--- src/rtl/regfile_wb_arbiter.sv ---
// Write-port controller for the 32x32 register file: clears r1..r31 after reset,
// then round-robin arbitrates the single write port between the ALU (A) and load (B) writebacks.
module regfile_wb_arbiter (
   input  logic        Clk,
   input  logic        Reset,
   input  logic        ValidA,
   input  logic [4:0]  AddrA,
   input  logic [31:0] DataA,
   output logic        ReadyA,
   input  logic        ValidB,
   input  logic [4:0]  AddrB,
   input  logic [31:0] DataB,
   output logic        ReadyB,
   output logic        RegWrite,
   output logic [4:0]  WriteRegister,
   output logic [31:0] WriteData,
   output logic        Busy
);

   localparam logic S_CLEAR = 1'b0;
   localparam logic S_RUN   = 1'b1;

   localparam logic PTR_A = 1'b0;
   localparam logic PTR_B = 1'b1;

   localparam logic [4:0] LAST_REG = 5'd31;

   logic       state;
   logic       ptr;
   logic [4:0] clr_cnt;

   logic       grant_a;
   logic       grant_b;
   logic [4:0] win_addr;
   logic [31:0] win_data;

   // Grant depends only on the valids, the state and the pointer, never on Addr/Data.
   // NOTE: every output of this block gets a default first, so no latch is inferred.
   always_comb begin
      grant_a  = 1'b0;
      grant_b  = 1'b0;
      win_addr = AddrA;
      win_data = DataA;
      if (state == S_RUN) begin
         if (ValidA && ValidB) begin
            grant_a = (ptr == PTR_A);
            grant_b = (ptr == PTR_B);
         end else begin
            grant_a = ValidA;
            grant_b = ValidB;
         end
      end
      if (grant_b) begin
         win_addr = AddrB;
         win_data = DataB;
      end
   end

   assign ReadyA = grant_a;
   assign ReadyB = grant_b;

   // NOTE: all sequential state uses non-blocking assignments so every register
   // samples pre-edge values regardless of statement order.
   always_ff @(posedge Clk) begin
      if (Reset) begin
         state         <= S_CLEAR;
         ptr           <= PTR_A;
         clr_cnt       <= 5'd1;
         RegWrite      <= 1'b0;
         WriteRegister <= 5'd0;
         WriteData     <= 32'd0;
         Busy          <= 1'b1;
      end else begin
         case (state)
            S_CLEAR: begin
               RegWrite      <= 1'b1;
               WriteRegister <= clr_cnt;
               WriteData     <= 32'd0;
               if (clr_cnt == LAST_REG) begin
                  state <= S_RUN;
                  Busy  <= 1'b0;
               end else begin
                  clr_cnt <= clr_cnt + 5'd1;
               end
            end
            default: begin
               if (grant_a || grant_b) begin
                  // r0 is hardwired zero: the handshake completes but the write is dropped.
                  RegWrite      <= (win_addr != 5'd0);
                  WriteRegister <= win_addr;
                  WriteData     <= win_data;
                  ptr           <= grant_a ? PTR_B : PTR_A;
               end else begin
                  RegWrite <= 1'b0;
               end
            end
         endcase
      end
   end

endmodule
--- config.mk ---
export PLATFORM = sky130hd
export DESIGN_NAME = regfile_wb_arbiter
export DESIGN_NICKNAME = d
export VERILOG_FILES = /design/src/rtl/regfile_wb_arbiter.sv
export SDC_FILE = /design/constraint.sdc
export NUM_CORES = 1
export LEC_CHECK = 0
export BUFFER_PORTS_ARGS = -buffer_cell sky130_fd_sc_hd__buf_2
export CAP_MARGIN = 0
export CORE_MARGIN = 2
export CORE_UTILIZATION = 48
export DETAILED_ROUTE_END_ITERATION = 12
export PLACE_DENSITY_LB_ADDON = 0.2
export SLEW_MARGIN = 20
export SYNTH_ARGS = -nofsm -noshare
export SYNTH_HDL_FRONTEND = slang
export SYNTH_SLANG_ARGS = --single-unit
--- constraint.sdc ---
create_clock -name Clk -period 3.35 [get_ports Clk]
set_clock_uncertainty 0.2 [all_clocks]
set_input_delay 1.005 -clock Clk [delete_from_list [all_inputs] [get_ports Clk]]
set_output_delay 1.005 -clock Clk [all_outputs]
set_load 0.02 [all_outputs]
-- Word level (Yosys, flattened, before mapping)
Cells that the tools add are included.
W data, S select, Z words.
- register bits: 46
- input bits: 78
- word-level logic and storage cells: 33
- $add $sub $neg: 1
- eq/ne operators: 2
- multiplexer cells: 13
- bitwise operators: 3
- reductions and logical operators: 7
- operators with widths (kind ; count):
    $mux W32 ; 1
    $mux W5 ; 3
    $mux W1 ; 9
    $reduce_and A2 Y1 ; 3
    $add A5 B1 Y5 const B ; 1
    $eq A5 B5 Y1 const B ; 1
    $reduce_bool A5 Y1 ; 1
    $not A1 Y1 ; 3
    $ne A2 B1 Y1 const B ; 1
    $reduce_or A2 Y1 ; 1
    $logic_and A1 B1 Y1 ; 1
    $logic_or A1 B1 Y1 ; 1

-- Longest topological paths before layout
Gate-level depths: netlist of the first run.
- depth after elaboration: 7
- mapped depth: 7

-- Worst setup path before layout of the first run
Ideal clock, no wire load.
- kind: input -> output
- start: in ValidA
- end: out ReadyB
- arrival time: 1.609 ns
- data required time: 2.145 ns
- slack: 0.536 ns
- stages: 4
- path buffers: 2
- cells stage by stage: nor2b_4 -> buf_6 -> nor2_8 -> buf_12
- word-level cells in the longest chain between the ends: 3
- ends and longest elaborated chain (element ; RTL line ; RTL):
    start, declared ; 6 ; input logic ValidA,
    $logic_and A1 B1 Y1 ; 45 ; if (ValidA && ValidB) begin
    $mux W1 ; 45 ;
    $mux W1 ; 44 ; if (state == S_RUN) begin
    end, declared ; 13 ; output logic ReadyB,
No other way between the ends.

-- Worst setup path after layout of the first run
Ends and elaborated chain as after synthesis.

==> flow_summary.toml, run 1 <==
[run_status]
outcome = "finished, final reports clean"

[critical_path]
max_stage_delay_ns = 0.26
startpoint = "ValidA"
cp-end-kind = "output pin"
cp-endpoint = "ReadyB"
worst-path-buf-inv = 2
crit_type = "in2out"
r2r-end = "WriteData[7]$_SDFFE_PP0P_"
r2r-start = "state$_SDFF_PP0_"
reg2reg_setup_slack_ns = 1.38
cpMostUsedCell = "buf_2"
path_max_fanout = 7
crit_slowest_cell = "nor2b_4"
required_ns = 2.14
cp_cell_sequence = "buf_2, nor2b_4, nor2_8, buf_2"
reg2reg_depth = 6
critPathTopFamily = "simple AND/OR/NAND/NOR gates"
timing.critical_path.from_type = "input port"
cp_num_cells = 4
arrival_ns = 1.61

[route]
wl_per_cell_um = 12.4
dr_total_vias = 2004
dr_wl_met3_um = 375
routed_wirelength_um = 4900
wl_met2_um = 2410
drc_errors = 0
via_per_inst = 5.06
first_pass_iters = 4
drt-initial-drc-count = 82
wl_met1_um = 2070
top_layer_used = "met4"
ant_nets = 0

[yosys]
synth_area_per_cell_um2 = 9.49
ys_types = 30
yosys_register_bits = 46
ys_top_cells_by_area = "dfxtp_1 (42%), mux2i_1 (15%), a211oi_1 (11%), nor2_1 (6.5%), buf_12 (2.7%)"
synth_flop_cell = "dfxtp_1"
synthTopCellsByCount = "dfxtp_1 (46), nor2_1 (38), mux2i_1 (33), a211oi_1 (32), a21oi_1 (9)"
synth-edff-count = 0
yosysMostFrequentCell = "dfxtp_1"
synthesis.area_um2 = 2190
synth_largest_area_cell = "dfxtp_1"
synthCells = 231
yosysTopAreaCellShare = 0.420
ys_seq_area_frac = 0.420
syn_nets = 311
ys_warn_count = 0
async_reset_ff_frac = 0

[final_layout]
fin_cells = 396
multi_input_area_um2 = 1150
num-nets-final = 423
diodes = 0
syn2layout_area_growth_pct = 32.4
nFillCells = 389
final_core_util = 0.662
final_layout_size_suffix_gt1_frac = 0.392
area.sequential_um2 = 921

[timing]
fin_hold_ws_ns = 0.256
setup_viol = 0
tightest_slew_ns = 0.750
post-route-min-period_ns = 2.81
slew_viol_final = 0
final.setup.tns_ns = 0
relSlewSlack = 0.496
finalCritPeriodShare = 0.839
grt_setup_unrepaired = "false"
fmax_mhz = 356
finalWorstSetupSlack_ns = 0.538
hold_viol = 0

[floorplan]
die_area_um2 = 5120
die_w_um = 71.6
io_pins = 119
initial_core_util = 0.500
row_count = 24
coreArea_um2 = 4380
die_height_um = 71.6

[clock_network]
cts_resized = 0
cts_sinks = 46
clkSlewWorstSetupHoldPaths_ns = 0.08
htree_levels = 2
tritoncts = "built"
cts_inserted_buffers = 5
postCtsSetupRepairBufs = 0
clockRootBuffer = "clkbuf_8"
clk_path_buf_depth = 2
ctsHoldBuffers = 0
clock_latency_ns = 0.29

[global_routing]
antenna_found_initial = 0
gr-usage-all-layers = 0.190
first_global_vias = 1740
grt_start_max_net_pins = 34
grt_pass1_wl_um = 7660
grt_overflow = 0

[min_path]
hold_path.class = "reg2reg"

[placed_design]
dp_slack_ns = 0.537
place.gp.congestion = 0.862
dp_hpwl_um = 3690
dp_cells = 388
portBuffers = 118

[power]
p_per_area_nw_per_um2 = 399
cellLeakagePower_nw = 1.25
ir_drop_v = 0.000276

[job]
cap_violations = 0
[placed cells by master (no fill, tap or decap), types with 2 or more instances in the layout]
| cell | instances |
|---|---|
| dfxtp_1 | 46 |
| nand2b_1 | 4 |
| nand2_1 | 5 |
| a31oi_1 | 5 |
| ha_1 | 2 |
| nor2b_1 | 5 |
| xor2_1 | 2 |
| buf_2 | 118 |
| bufinv_16 | 2 |
| a211oi_1 | 32 |
| mux2i_1 | 33 |
| nor2_1 | 38 |
| clkbuf_8 | 6 |
| nand3_1 | 5 |
| a21oi_1 | 9 |
| o21ai_0 | 7 |
| a21o_1 | 7 |
| buf_4 | 5 |
| nor2b_4 | 2 |
[layout make-up]
type | count | share of cell area
clock buffers | 6 | 0.0284
multi-input cells | 167 | 0.395
flip-flops and latches | 46 | 0.317
clock inverters | 2 | 0.0207
repair buffers | 123 | 0.216
well taps | 52 | 0.0224
[routing by layer]
layer,global-route usage,vias up
met2,0.346,61
met4,0.0566,0
met5,0,-
met1,0.215,871
met3,0.0534,6
li1,-,1066
[through the flow]
step | area [µm²] | total power [W]
floorplan | 2190 | 0.000615
global placement | 2760 | 0.000669
detailed placement | 2760 | 0.000672
CTS | 2900 | 0.00117
global route | 2900 | 0.00121
finish | 2900 | 0.00116
[how the worst min path moves through the flow]
stage,from,to,slack [ns],cells past startpoint
global route,Busy$_SDFFE_PP1P_,Busy$_SDFFE_PP1P_,0.29,1
floorplan,clr_cnt[4]$_SDFFE_PP0P_,clr_cnt[4]$_SDFFE_PP0P_,0.26,2
detailed placement,Busy$_SDFFE_PP1P_,Busy$_SDFFE_PP1P_,0.24,1
finish,Busy$_SDFFE_PP1P_,Busy$_SDFFE_PP1P_,0.26,1
CTS,Busy$_SDFFE_PP1P_,Busy$_SDFFE_PP1P_,0.26,1
global placement,Busy$_SDFFE_PP1P_,Busy$_SDFFE_PP1P_,0.23,1
[kinds of logic (layout without fill, tap and decap cells)]
kind of cell | Yosys count | after routing | synth area share
buffers and inverters | 18 | 131 | 0.0605
flip-flops | 46 | 46 | 0.420
multiplexers | 33 | 33 | 0.151
AO/OA/AOI/OAI | 63 | 63 | 0.194
XOR/XNOR | 3 | 3 | 0.0120
AND/OR/NAND/NOR | 66 | 66 | 0.151
adder cells (fa/ha/maj) | 2 | 2 | 0.0114
[sequential cells by signal (all words and copies together) (netlist names)]
register / count
WriteData: 32
WriteRegister: 5
RegWrite: 1
clr_cnt: 5
Busy: 1
ptr: 1
state: 1
[report_power, final]
group,switching (W),internal [W],leakage [nW]
registers,0.00000620,0.000555,0.372
clock network,0.000181,0.000318,0.0714
logic,0.0000425,0.0000547,0.807
total,0.000230,0.000928,1.25
No activity file was read; power rests on OpenSTA's default activity.
==> run 2, diff against run 1 <==
CORE_UTILIZATION = 40   (was 48)
clock period = 2.4 ns   (was 3.35 ns; I/O delays follow)
==> flow_summary.toml, run 2 (same netlist as run 1, synthesis figures left out) <==
[final_layout]
layout_common_cells = "buf_2 (118), dfxtp_1 (46), nor2_1 (38), mux2i_1 (33), a211oi_1 (32)"
largest_reg_flops = 32
diodes = 0
largestRegisters = "WriteData x32, WriteRegister x5, clr_cnt x5"
fin_cells = 414
num-nets-final = 425
top_register = "WriteData"
syn2layout_area_growth_pct = 32.0
final_layout_size_suffix_gt1_frac = 0.392
layout_commonest_cell = "buf_2"

[route]
drt-initial-drc-count = 54
wl_per_cell_um = 12.7
dr_total_vias = 2016
drc_errors = 0
first_pass_iters = 4
routed_wirelength_um = 5240
via_per_inst = 4.87
ant_nets = 0

[global_routing]
grt_start_max_net_pins = 41
antenna_found_initial = 0
grt_overflow = 0
grt_pass1_wl_um = 8380
gr-usage-all-layers = 0.172
first_global_vias = 1868

[timing]
grt_setup_unrepaired = "false"
setup_viol = 0
post-route-min-period_ns = 2.26
slew_viol_final = 0
tightest_slew_ns = 0.366
hold_viol = 0
final.setup.tns_ns = 0
relSlewSlack = 0.756
fmax_mhz = 442
finalCritPeriodShare = 0.942

[floorplan]
die_area_um2 = 6090
initial_core_util = 0.421
coreArea_um2 = 5200
row_count = 26
die_w_um = 78.0
io_pins = 119
die_height_um = 78.0

[clock_network]
htree_levels = 2
clkSlewWorstSetupHoldPaths_ns = 0.07
cts_resized = 0
tritoncts = "built"
cts_inserted_buffers = 5
ctsHoldBuffers = 0
clock_latency_ns = 0.29
clk_path_buf_depth = 2
postCtsSetupRepairBufs = 0
clockRootBuffer = "clkbuf_8"
cts_sinks = 46

[critical_path]
path_max_fanout = 7
timing.critical_path.from_type = "input port"
arrival_ns = 1.34
required_ns = 1.48
cp-end-kind = "output pin"
crit_type = "in2out"

[min_path]
hold_path.class = "reg2reg"

[power]
ir_drop_v = 0.000301
cellLeakagePower_nw = 1.23
p_per_area_nw_per_um2 = 477

[placed_design]
dp_cells = 408
portBuffers = 118
dp_hpwl_um = 3900
place.gp.congestion = 0.811

[run_status]
outcome = "finished, final reports clean"

[job]
cap_violations = 0
## run 2: path summary, 6_finish.rpt
check | slack [ns] | end | cells after the start | from
worst max-delay path | 0.14 | ReadyB | 4 | ValidA
worst min-delay path | 0.26 | Busy$_SDFFE_PP1P_ | 1 | Busy$_SDFFE_PP1P_
worst max register to register | 0.53 | clr_cnt[2]$_SDFFE_PP0P_ | 7 | clr_cnt[0]$_SDFFE_PP1P_
worst min register to register | 0.26 | Busy$_SDFFE_PP1P_ | 1 | Busy$_SDFFE_PP1P_
## run 2: area by class of cell
cell class | count | area, µm²
Clock buffer | 6 | 82.6
Fill cell | 489 | 2310
Multi-Input combinational cell | 167 | 1150
Sequential cell | 46 | 921
Tap cell | 70 | 87.6
Timing Repair Buffer | 125 | 656
## run 2: power by group
| part | internal [W] | leakage, nW | switching, W |
|---|---|---|---|
| combinational | 0.0000773 | 0.819 | 0.0000591 |
| clock | 0.000222 | 0.0431 | 0.000239 |
| sequential | 0.000775 | 0.372 | 0.00000886 |
| total | 0.00107 | 1.23 | 0.000307 |
## run 2: worst max-delay path, stage by stage
cell and delay (ns):
buf_2 0.12, nor2b_4 0.26, nor2_8 0.07, buf_2 0.16
## run 2: through the flow
stage / power (W) / hold WS [ns] / setup WS (ns) / instance area (µm²) / utilization
global placement: 0.000936 / 0.234 / 0.153 / 2810 / 0.540
finish: 0.00138 / 0.261 / 0.138 / 2890 / 0.556
floorplan: 0.000859 / 0.260 / 0.156 / 2190 / -
CTS: 0.00141 / 0.267 / 0.134 / 2890 / 0.556
global route: 0.00145 / 0.290 / 0.0971 / 2890 / 0.556
detailed placement: 0.000938 / 0.245 / 0.132 / 2810 / 0.540
## run 2: per-layer routing
metal  GRT usage  part of all wire
met4      0.0719             0.015
met1       0.192              0.41
met5           0                 0
met2       0.311              0.51
met3      0.0414             0.069
==> run 3, diff against run 2 <==
clock period = 2 ns   (was 2.4 ns; I/O delays follow)
==> flow_summary.toml, run 3 (same netlist as run 1, synthesis figures left out) <==
[run_status]
outcome = "finished, final reports clean"

[route]
ant_nets = 0
drc_errors = 0
first_pass_iters = 4
dr_total_vias = 2071
via_per_inst = 4.90
drt-initial-drc-count = 28
wl_per_cell_um = 12.5
routed_wirelength_um = 5300

[clock_network]
clock_latency_ns = 0.29
htree_levels = 2
ctsHoldBuffers = 0
cts_inserted_buffers = 5
cts_sinks = 46
clk_path_buf_depth = 2
clockRootBuffer = "clkbuf_8"
tritoncts = "built"
clkSlewWorstSetupHoldPaths_ns = 0.08

[final_layout]
fin_cells = 423
final_layout_size_suffix_gt1_frac = 0.411
layout_commonest_cell = "buf_2"
largest_reg_flops = 32
diodes = 0
num-nets-final = 432
largestRegisters = "WriteData x32, WriteRegister x5, clr_cnt x5"
layout_common_cells = "buf_2 (117), dfxtp_1 (45), nor2_1 (38), mux2i_1 (33), a211oi_1 (32)"
syn2layout_area_growth_pct = 36.8
top_register = "WriteData"

[placed_design]
place.gp.congestion = 0.878
dp_cells = 415
portBuffers = 118
dp_hpwl_um = 4090
dp_slack_ns = 0.00859

[power]
ir_drop_v = 0.000403
cellLeakagePower_nw = 1.28
p_per_area_nw_per_um2 = 558

[global_routing]
antenna_found_initial = 0
first_global_vias = 1914
grt_overflow = 0
grt_start_max_net_pins = 39
grt_pass1_wl_um = 8330
gr-usage-all-layers = 0.171

[timing]
relSlewSlack = 0.803
post-route-min-period_ns = 1.97
fmax_mhz = 509
slew_viol_final = 0
hold_viol = 0
finalCritPeriodShare = 0.983
tightest_slew_ns = 0.296
setup_viol = 0
final.setup.tns_ns = 0
finalWorstSetupSlack_ns = 0.0346
grt_setup_unrepaired = "false"

[critical_path]
cp-end-kind = "output pin"
path_max_fanout = 4
required_ns = 1.20
crit_type = "in2out"
arrival_ns = 1.17
timing.critical_path.from_type = "input port"

[floorplan]
die_area_um2 = 6090
die_w_um = 78.0
row_count = 26
die_height_um = 78.0
coreArea_um2 = 5200
initial_core_util = 0.421
io_pins = 119

[min_path]
hold_path.class = "reg2reg"

[job]
cap_violations = 0
run 3: final timing paths:
path	startpoint	to	slack, ns	cells after the start
worst max-delay path	ValidA	ReadyB	0.03	4
worst min-delay path	Busy$_SDFFE_PP1P_	Busy$_SDFFE_PP1P_	0.26	1
worst min register to register	Busy$_SDFFE_PP1P_	Busy$_SDFFE_PP1P_	0.26	1
worst max register to register	clr_cnt[0]$_SDFFE_PP1P_	clr_cnt[0]$_SDFFE_PP1P_	0.26	7
run 3: stage by stage:
stage	power (W)	hold WS [ns]	util	area, µm²
finish	0.00167	0.257	0.576	3000
global route	0.00175	0.289	0.576	3000
CTS	0.00170	0.267	0.575	2990
detailed placement	0.00113	0.244	0.557	2900
global placement	0.00113	0.237	0.557	2900
floorplan	0.00103	0.260	-	2190
run 3: what timing repair did:
| action | 4_1_cts | 5_1_grt |
|---|---|---|
| setup buffers | 0 | 0 |
| setup endpoints to repair | 0 | 2 |
| resized for setup | 0 | 3 |
run 3: where the power goes:
part | switching (W) | leakage (nW) | internal, W
sequential | 0.0000106 | 0.373 | 0.000930
clock | 0.000284 | 0.0482 | 0.000279
combinational | 0.0000731 | 0.863 | 0.0000963
run 3: final cells by class:
type / count / area (µm²)
Tap cell: 70 / 87.6
Fill cell: 502 / 2210
Clock inverter: 1 / 5.00
Multi-Input combinational cell: 167 / 1150
Clock buffer: 7 / 86.3
Sequential cell: 46 / 922
Timing Repair Buffer: 132 / 748
run 3: critical path, stage by stage:
cell and delay, ns:
buf_2 0.11, nor2b_4 0.15, nor2_8 0.14, buf_4 0.16
run 3: per-layer routing:
metal,global-route usage,routed length [µm]
met1,0.185,2260
met2,0.322,2640
met3,0.0437,315
met4,0.0561,76
met5,0,0
